## src/rtl/router_output_scheduler.sv

```systemverilog
// Per-output-port scheduler for the crossbar router: round-robin arbitration among
// requesting inputs, grant held for a whole frame, watchdog reclaims a stalled owner.
module router_output_scheduler #(
  parameter int N_IN    = 16,
  parameter int IDX_W   = 4,
  parameter int TIMEOUT = 1024,
  parameter int CNT_W   = 11
) (
  input  logic             clock,
  input  logic             reset,
  input  logic [N_IN-1:0]  req,
  input  logic [N_IN-1:0]  frame_n,
  output logic [N_IN-1:0]  grant,
  output logic [IDX_W-1:0] grant_idx,
  output logic             grant_vld,
  output logic             busy_n,
  output logic             timeout_err
);

  typedef enum logic [1:0] {S_IDLE, S_OWN, S_DRAIN} state_t;

  state_t           state, state_nx;
  logic [IDX_W-1:0] rr_ptr, rr_ptr_nx;
  logic [CNT_W-1:0] wd_cnt, wd_cnt_nx;
  logic             frame_q, frame_q_nx;
  logic [N_IN-1:0]  grant_nx;
  logic [IDX_W-1:0] grant_idx_nx;
  logic             grant_vld_nx, busy_n_nx, timeout_err_nx;

  logic             arb_found;
  logic [IDX_W-1:0] arb_idx, cand;
  logic             owner_frame, owner_req, rel_norm, rel_tmo;

  // Round-robin search starting just after the last released owner.
  always_comb begin
    arb_found = 1'b0;
    arb_idx   = '0;
    cand      = '0;
    for (int k = 1; k <= N_IN; k++) begin
      cand = IDX_W'((int'(rr_ptr) + k) % N_IN);
      if (!arb_found && req[cand]) begin
        arb_found = 1'b1;
        arb_idx   = cand;
      end
    end
  end

  assign owner_frame = frame_n[grant_idx];
  assign owner_req   = req[grant_idx];
  // Frame ended, or owner gave up before its frame started.
  assign rel_norm    = (!frame_q && owner_frame) || (!owner_req && owner_frame && frame_q);
  assign rel_tmo     = (wd_cnt == CNT_W'(TIMEOUT - 1));

  always_comb begin
    state_nx       = state;
    rr_ptr_nx      = rr_ptr;
    wd_cnt_nx      = wd_cnt;
    frame_q_nx     = frame_q;
    grant_nx       = grant;
    grant_idx_nx   = grant_idx;
    grant_vld_nx   = grant_vld;
    busy_n_nx      = busy_n;
    timeout_err_nx = 1'b0;
    case (state)
      S_IDLE: begin
        busy_n_nx = 1'b1;
        if (arb_found) begin
          grant_nx     = {{(N_IN-1){1'b0}}, 1'b1} << arb_idx;
          grant_idx_nx = arb_idx;
          grant_vld_nx = 1'b1;
          busy_n_nx    = 1'b0;
          state_nx     = S_OWN;
        end
      end
      S_OWN: begin
        wd_cnt_nx  = wd_cnt + CNT_W'(1);
        frame_q_nx = owner_frame;
        if (rel_norm || rel_tmo) begin
          grant_nx       = '0;
          grant_vld_nx   = 1'b0;
          busy_n_nx      = 1'b0;
          wd_cnt_nx      = '0;
          frame_q_nx     = 1'b1;
          rr_ptr_nx      = grant_idx;
          timeout_err_nx = !rel_norm;
          state_nx       = S_DRAIN;
        end
      end
      S_DRAIN: begin
        grant_nx     = '0;
        grant_vld_nx = 1'b0;
        busy_n_nx    = 1'b0;
        if (arb_found) begin
          grant_nx     = {{(N_IN-1){1'b0}}, 1'b1} << arb_idx;
          grant_idx_nx = arb_idx;
          grant_vld_nx = 1'b1;
          state_nx     = S_OWN;
        end else begin
          busy_n_nx = 1'b1;
          state_nx  = S_IDLE;
        end
      end
      default: state_nx = S_IDLE;
    endcase
  end

  always_ff @(posedge clock) begin
    if (reset) begin
      state       <= S_IDLE;
      rr_ptr      <= IDX_W'(N_IN - 1);
      wd_cnt      <= '0;
      frame_q     <= 1'b1;
      grant       <= '0;
      grant_idx   <= '0;
      grant_vld   <= 1'b0;
      busy_n      <= 1'b1;
      timeout_err <= 1'b0;
    end else begin
      state       <= state_nx;
      rr_ptr      <= rr_ptr_nx;
      wd_cnt      <= wd_cnt_nx;
      frame_q     <= frame_q_nx;
      grant       <= grant_nx;
      grant_idx   <= grant_idx_nx;
      grant_vld   <= grant_vld_nx;
      busy_n      <= busy_n_nx;
      timeout_err <= timeout_err_nx;
    end
  end

endmodule
```

## config.mk

```make
export PLATFORM = sky130hd
export DESIGN_NAME = router_output_scheduler
export DESIGN_NICKNAME = d
export VERILOG_FILES = /design/src/rtl/router_output_scheduler.sv
export SDC_FILE = /design/constraint.sdc
export NUM_CORES = 1
export LEC_CHECK = 0
export ABC_CLOCK_PERIOD_IN_PS = 10400
export BUFFER_PORTS_ARGS = -buffer_cell sky130_fd_sc_hd__buf_4
export CORE_MARGIN = 3
export CORE_UTILIZATION = 40
export DETAILED_ROUTE_END_ITERATION = 6
export PLACE_DENSITY_LB_ADDON = 0.15
export SLEW_MARGIN = 20
export SYNTH_ARGS = -nofsm -noshare
export SYNTH_HDL_FRONTEND = slang
export SYNTH_SLANG_ARGS = --single-unit
```

## constraint.sdc

```tcl
create_clock -name clock -period 10.4 [get_ports clock]
set_input_delay 0.52 -clock clock [delete_from_list [all_inputs] [get_ports clock]]
set_output_delay 0.52 -clock clock [all_outputs]
set_load 0.02 [all_outputs]
```

Word-level counts from Yosys, hierarchy flattened
Index checks and enable logic that the tools add are counted.

Register bits: 41. Input bits: 34.

Multiplexer cells: 84. Bitwise gates (word level): 2. Add/subtract/negate cells: 17. $lt $le $gt $ge: 17. Shift-type cells: 1. Equal/unequal tests: 5. Reductions and logical operators: 48.

Operators by type and width (number): < comparator 4 x 5 -> 1 bit, second input constant (17); binary-select mux 1 bit (select 4 bit) (18); 2-to-1 mux 4 bit (16); 2-to-1 mux 16 bit (3); case mux 16 bit (3 select lines) (1); 2-to-1 mux 1 bit (40); adder 4 bit, second input constant (8); logical AND 1 bit (18); logical NOT 1 bit (18); adder 4 x 3 -> 4 bit, second input constant (4); << shifter 1 x 4 -> 16 bit, first input constant (1); adder 11 x 1 -> 11 bit, second input constant (1); equality test 11 x 10 -> 1 bit, second input constant (1); 2-to-1 mux 11 bit (1); adder 4 x 1 -> 4 bit, second input constant (2); adder 4 x 2 -> 4 bit, second input constant (2); AND reduction 2 bit (4); case mux 2 bit (3 select lines) (1); 2-to-1 mux 2 bit (2); inequality test 2 bit, second input constant (2); case mux 1 bit (3 select lines) (1); AND reduction 3 bit (1); nonzero test 3 bit (1); OR reduction 3 bit (1); other kinds (8) (10).

Longest topological paths before layout
Word-level depth: 52. Mapped depth: 19.

Least setup slack after synthesis
OpenSTA, ideal clock, no wires.

Path kind: reg-to-reg. Start: register rr_ptr[1]. End: register grant[12]. Library setup time: 88 ps. Arrival time: 4724 ps. Slack: 5588 ps. Stages on the path, launching flop included: 17. Path buffers: 4. Cells stage by stage: dfxtp_1 > buf_2 > clkbuf_1 > inv_1 > ha_1 > buf_2 > mux4_2 > mux2_2 > mux2_4 > or3_1 > buf_2 > nand4bb_4 > or3_1 > nor2_1 > o22ai_2 > or3b_1 > o31ai_1.

Word-level cells in the longest chain between the ends: 52.

Ends and longest elaborated chain: start, declared (RTL line 23) `logic [IDX_W-1:0] rr_ptr, rr_ptr_nx;`; start signal, assigned (RTL line 110) `rr_ptr <= IDX_W'(N_IN - 1);`; start signal, assigned (RTL line 120) `rr_ptr <= rr_ptr_nx;`; adder 4 x 1 -> 4 bit (RTL line 40) `cand = IDX_W'((int'(rr_ptr) + k) % N_IN);`; binary-select mux 1 bit (select 4 bit) (RTL line 41) `if (!arb_found && req[cand]) begin`; 2-to-1 mux 1 bit (implied by the code) (RTL line 41); 2-to-1 mux 1 bit (RTL line 41); logical NOT 1 bit (RTL line 41); logical AND 1 bit (RTL line 41); 2-to-1 mux 1 bit (RTL line 41); logical NOT 1 bit (RTL line 41); [36 not listed]; logical AND 1 bit (RTL line 41); 2-to-1 mux 1 bit (RTL line 41); logical NOT 1 bit (RTL line 41); logical AND 1 bit (RTL line 41); 2-to-1 mux 4 bit (RTL line 41); << shifter 1 x 4 -> 16 bit (RTL line 68, 94); 2-to-1 mux 16 bit (on tied branches) (RTL line 93, 67); case mux 16 bit (3 select lines) (RTL line 64) `case (state)`; end signal, assigned (RTL line 123) `grant <= grant_nx;`; end, declared (RTL line 13) `output logic [N_IN-1:0] grant,`.

Several ways; a longest one is shown, not always the timed one. The select of a mux whose other input is x is not followed. A chain may end at the register's enable or synchronous reset.

Worst setup path in the final report
Start: register rr_ptr[1]. End: register grant[13].

Same word-level chain as after synthesis.

==> results.json <==
{
  "dpl.hpwl_um": 9380,
  "cap_violations": 0,
  "drtIter0Drc": 327,
  "synth_area_leaders": "dfxtp_1, mux4_2, mux2i_1, ha_1, nor2_1",
  "hold_class": "reg2reg",
  "cts.sinks": 41,
  "multiInputGateArea_um2": 3280,
  "layout_min_cycle_time_ns": 5.23,
  "rrSetupSlack_ns": 5.17,
  "antennaDiodeCount": 0,
  "arrival_ns": 5.43,
  "hold_viol": 0,
  "endpoint": "grant[13]",
  "synth.cells.most_frequent": "nor2_1, dfxtp_1, a21oi_1",
  "hold_ws_ns": 0.464,
  "dp.cells": 647,
  "antenna_found_initial": 0,
  "cts_max_level": 2,
  "synth_top_area_cell": "dfxtp_1",
  "max_clock_freq_ghz": 0.191,
  "fin_ws_ns": 5.17,
  "synth_top_area_share_pct": 19.1,
  "vias_per_cell": 6.27,
  "fillerInstances": 1024,
  "totalWireLength_um": 12400,
  "ios": 57,
  "ys_types": 67,
  "seq_area_um2": 821,
  "holdPathStages": 2,
  "final_cells": 655,
  "cts_setup_buffers": 0,
  "yosysMostFrequentCell": "nor2_1",
  "track_usage_pct": 20.9,
  "critPathLaunchType": "register",
  "synth_edf_count": 0,
  "clockRootBuffer": "clkbuf_8",
  "io_buffers": 56,
  "ys_seq_elements": 41,
  "rsz0062_at_grt": "no",
  "antenna_left": 0,
  "die_w_um": 110,
  "rows": 37,
  "worst_pin_slew_ns": 1.02,
  "clk_path_buf_depth": 2,
  "dr_total_vias": 4105,
  "finalSetupViolCount": 0,
  "timing.rr.end": "grant[13]",
  "synth-main-ff-cell": "dfxtp_1",
  "layout.nets": 567,
  "syn-num-nets": 526,
  "syn-cell-area_um2": 4290,
  "core_um2": 10400,
  "tritoncts": "built",
  "grt_pass1_vias": 3904,
  "outcome": "finished clean",
  "cts_made_buffers": 5,
  "synth_area_per_cell_um2": 8.99,
  "end_kind": "register",
  "async_flop_share_pct": 0,
  "yosysWarnings": 0,
  "slew_headroom_pct": 30.1,
  "die_h_um": 110,
  "clkLatencyLatePin_ns": 0.29,
  "layout-drive-gt1-share_pct": 23.3,
  "worstSetupStartpoint": "rr_ptr[1]",
  "drtPass1Iterations": 5,
  "peakVddDrop_mv": 0.127,
  "grt_pass1_wl_um": 20000,
  "grt_max_degree": 30,
  "dieArea_um2": 12000,
  "fin_crit_sh_pct": 50.3,
  "required_ns": 10.60,
  "reg2reg_depth": 12,
  "path_class": "reg2reg",
  "synth_cells": 477,
  "gp_congestion": 0.932,
  "pwr_density_cell_nw_per_um2": 354,
  "setup_tns_ns": 0,
  "grt_overflow": 0,
  "ys_seq_area_share_pct": 19.1,
  "clk_pin_slew_worst_paths_ns": 0.08,
  "ctsResizeCount": 0,
  "r2r-start": "rr_ptr[1]",
  "skew_ns": 0.00786,
  "wl_per_cell_um": 18.9,
  "drc": 0,
  "initial_core_util_pct": 41.4,
  "drv_slew": 0,
  "place_ws_ns": 5.27,
  "worstPathMaxFanout": 28,
  "hold_buffers": 0,
  "p_leak_nw": 1.89,
  "area_delta_synth_final_pct": 14.5
}
## flip-flops by register name, summed over array words and instances, names as in the netlist
register     flops
busy_n           1
frame_q          1
grant           16
grant_idx        4
grant_vld        1
rr_ptr           4
state            2
timeout_err      1
wd_cnt          11
## kinds of logic (layout without fill, tap and decap cells)
kind of cell,Yosys count,in the layout,synth area share (%)
simple gates,164,164,20.1
mux,70,70,27.5
compound gates,122,122,20.3
fa+ha+maj,15,15,4.37
buf+inv,45,87,4.49
xor+xnor,20,20,4.08
flops,41,41,19.1
## per-stage QoR
step | power [W] | util (%) | instance area (um^2)
2_1_floorplan | 0.00124 | - | 4290
3_5_place_dp | 0.00157 | 46.2 | 4790
3_3_place_gp | 0.00157 | 46.2 | 4790
5_1_grt | 0.00186 | 47.4 | 4910
4_1_cts | 0.00171 | 47.4 | 4910
6_report | 0.00174 | 47.4 | 4910
## worst max-delay path: stages, from the launching register on
cell       delay [ns]
dfxtp_1          0.34
inv_1            0.11
ha_1             0.94
mux4_2           0.66
mux2_2           0.33
mux2_4           0.32
or3_1            0.49
nand4bb_4        0.32
nor3_2           0.43
a21oi_1          0.17
nor2_1           0.79
nand2_1          0.11
o31ai_1          0.10
## layout make-up
type / count / share of cell area [%]
tap: 136 / 3.46
inverter: 18 / 1.38
clock inverter: 2 / 0.764
multi-input combinational: 391 / 66.7
timing repair buffer: 61 / 9.32
clock buffer: 6 / 1.68
sequential: 41 / 16.7
## metal layers
metal	track usage, %	share of wire, %	vias up
li1	-	-	1933
met1	29.4	44	1977
met2	34.1	48	179
met3	3.46	6.9	16
met4	4.19	1.4	0
met5	0	0	-
## cells in the final DEF, fill, tap and decap left out, types with 3 or more instances in the layout
cell / count
a21oi_1: 33
nor2_1: 47
a211o_1: 6
xor2_1: 12
mux2_2: 10
nand3b_1: 3
inv_1: 16
buf_4: 61
clkbuf_8: 6
mux4_1: 6
o211ai_1: 5
nor3_1: 11
o21ai_0: 11
and4_1: 4
o22ai_1: 3
nand4_1: 7
nand3_1: 18
or3_1: 5
nand2_1: 30
nor3b_1: 4
dfxtp_1: 41
a32o_1: 8
mux2i_1: 24
or2_2: 4
xnor2_1: 8
a2111oi_0: 6
nor2b_1: 11
and2_1: 3
ha_1: 15
nor3_2: 3
mux4_2: 29
nand2b_1: 5
a211oi_1: 5
o31ai_1: 10
## report_power, final
group | internal (W) | total, W | switching, W
Clock | 0.0000781 | 0.000134 | 0.0000559
Combinational | 0.000531 | 0.00138 | 0.000849
Sequential | 0.000188 | 0.000227 | 0.0000391
Total | 0.000797 | 0.00174 | 0.000944
## how the worst min path moves through the flow
stage                     startpoint   endpoint
after floorplan            wd_cnt[1]  wd_cnt[1]
after global placement      grant[6]   grant[6]
after detailed placement   grant[15]  grant[15]
after CTS                  grant[15]  grant[15]
after global routing        grant[5]   grant[5]
final                      grant[15]  grant[15]
No activity file was read; power rests on OpenSTA's default activity.
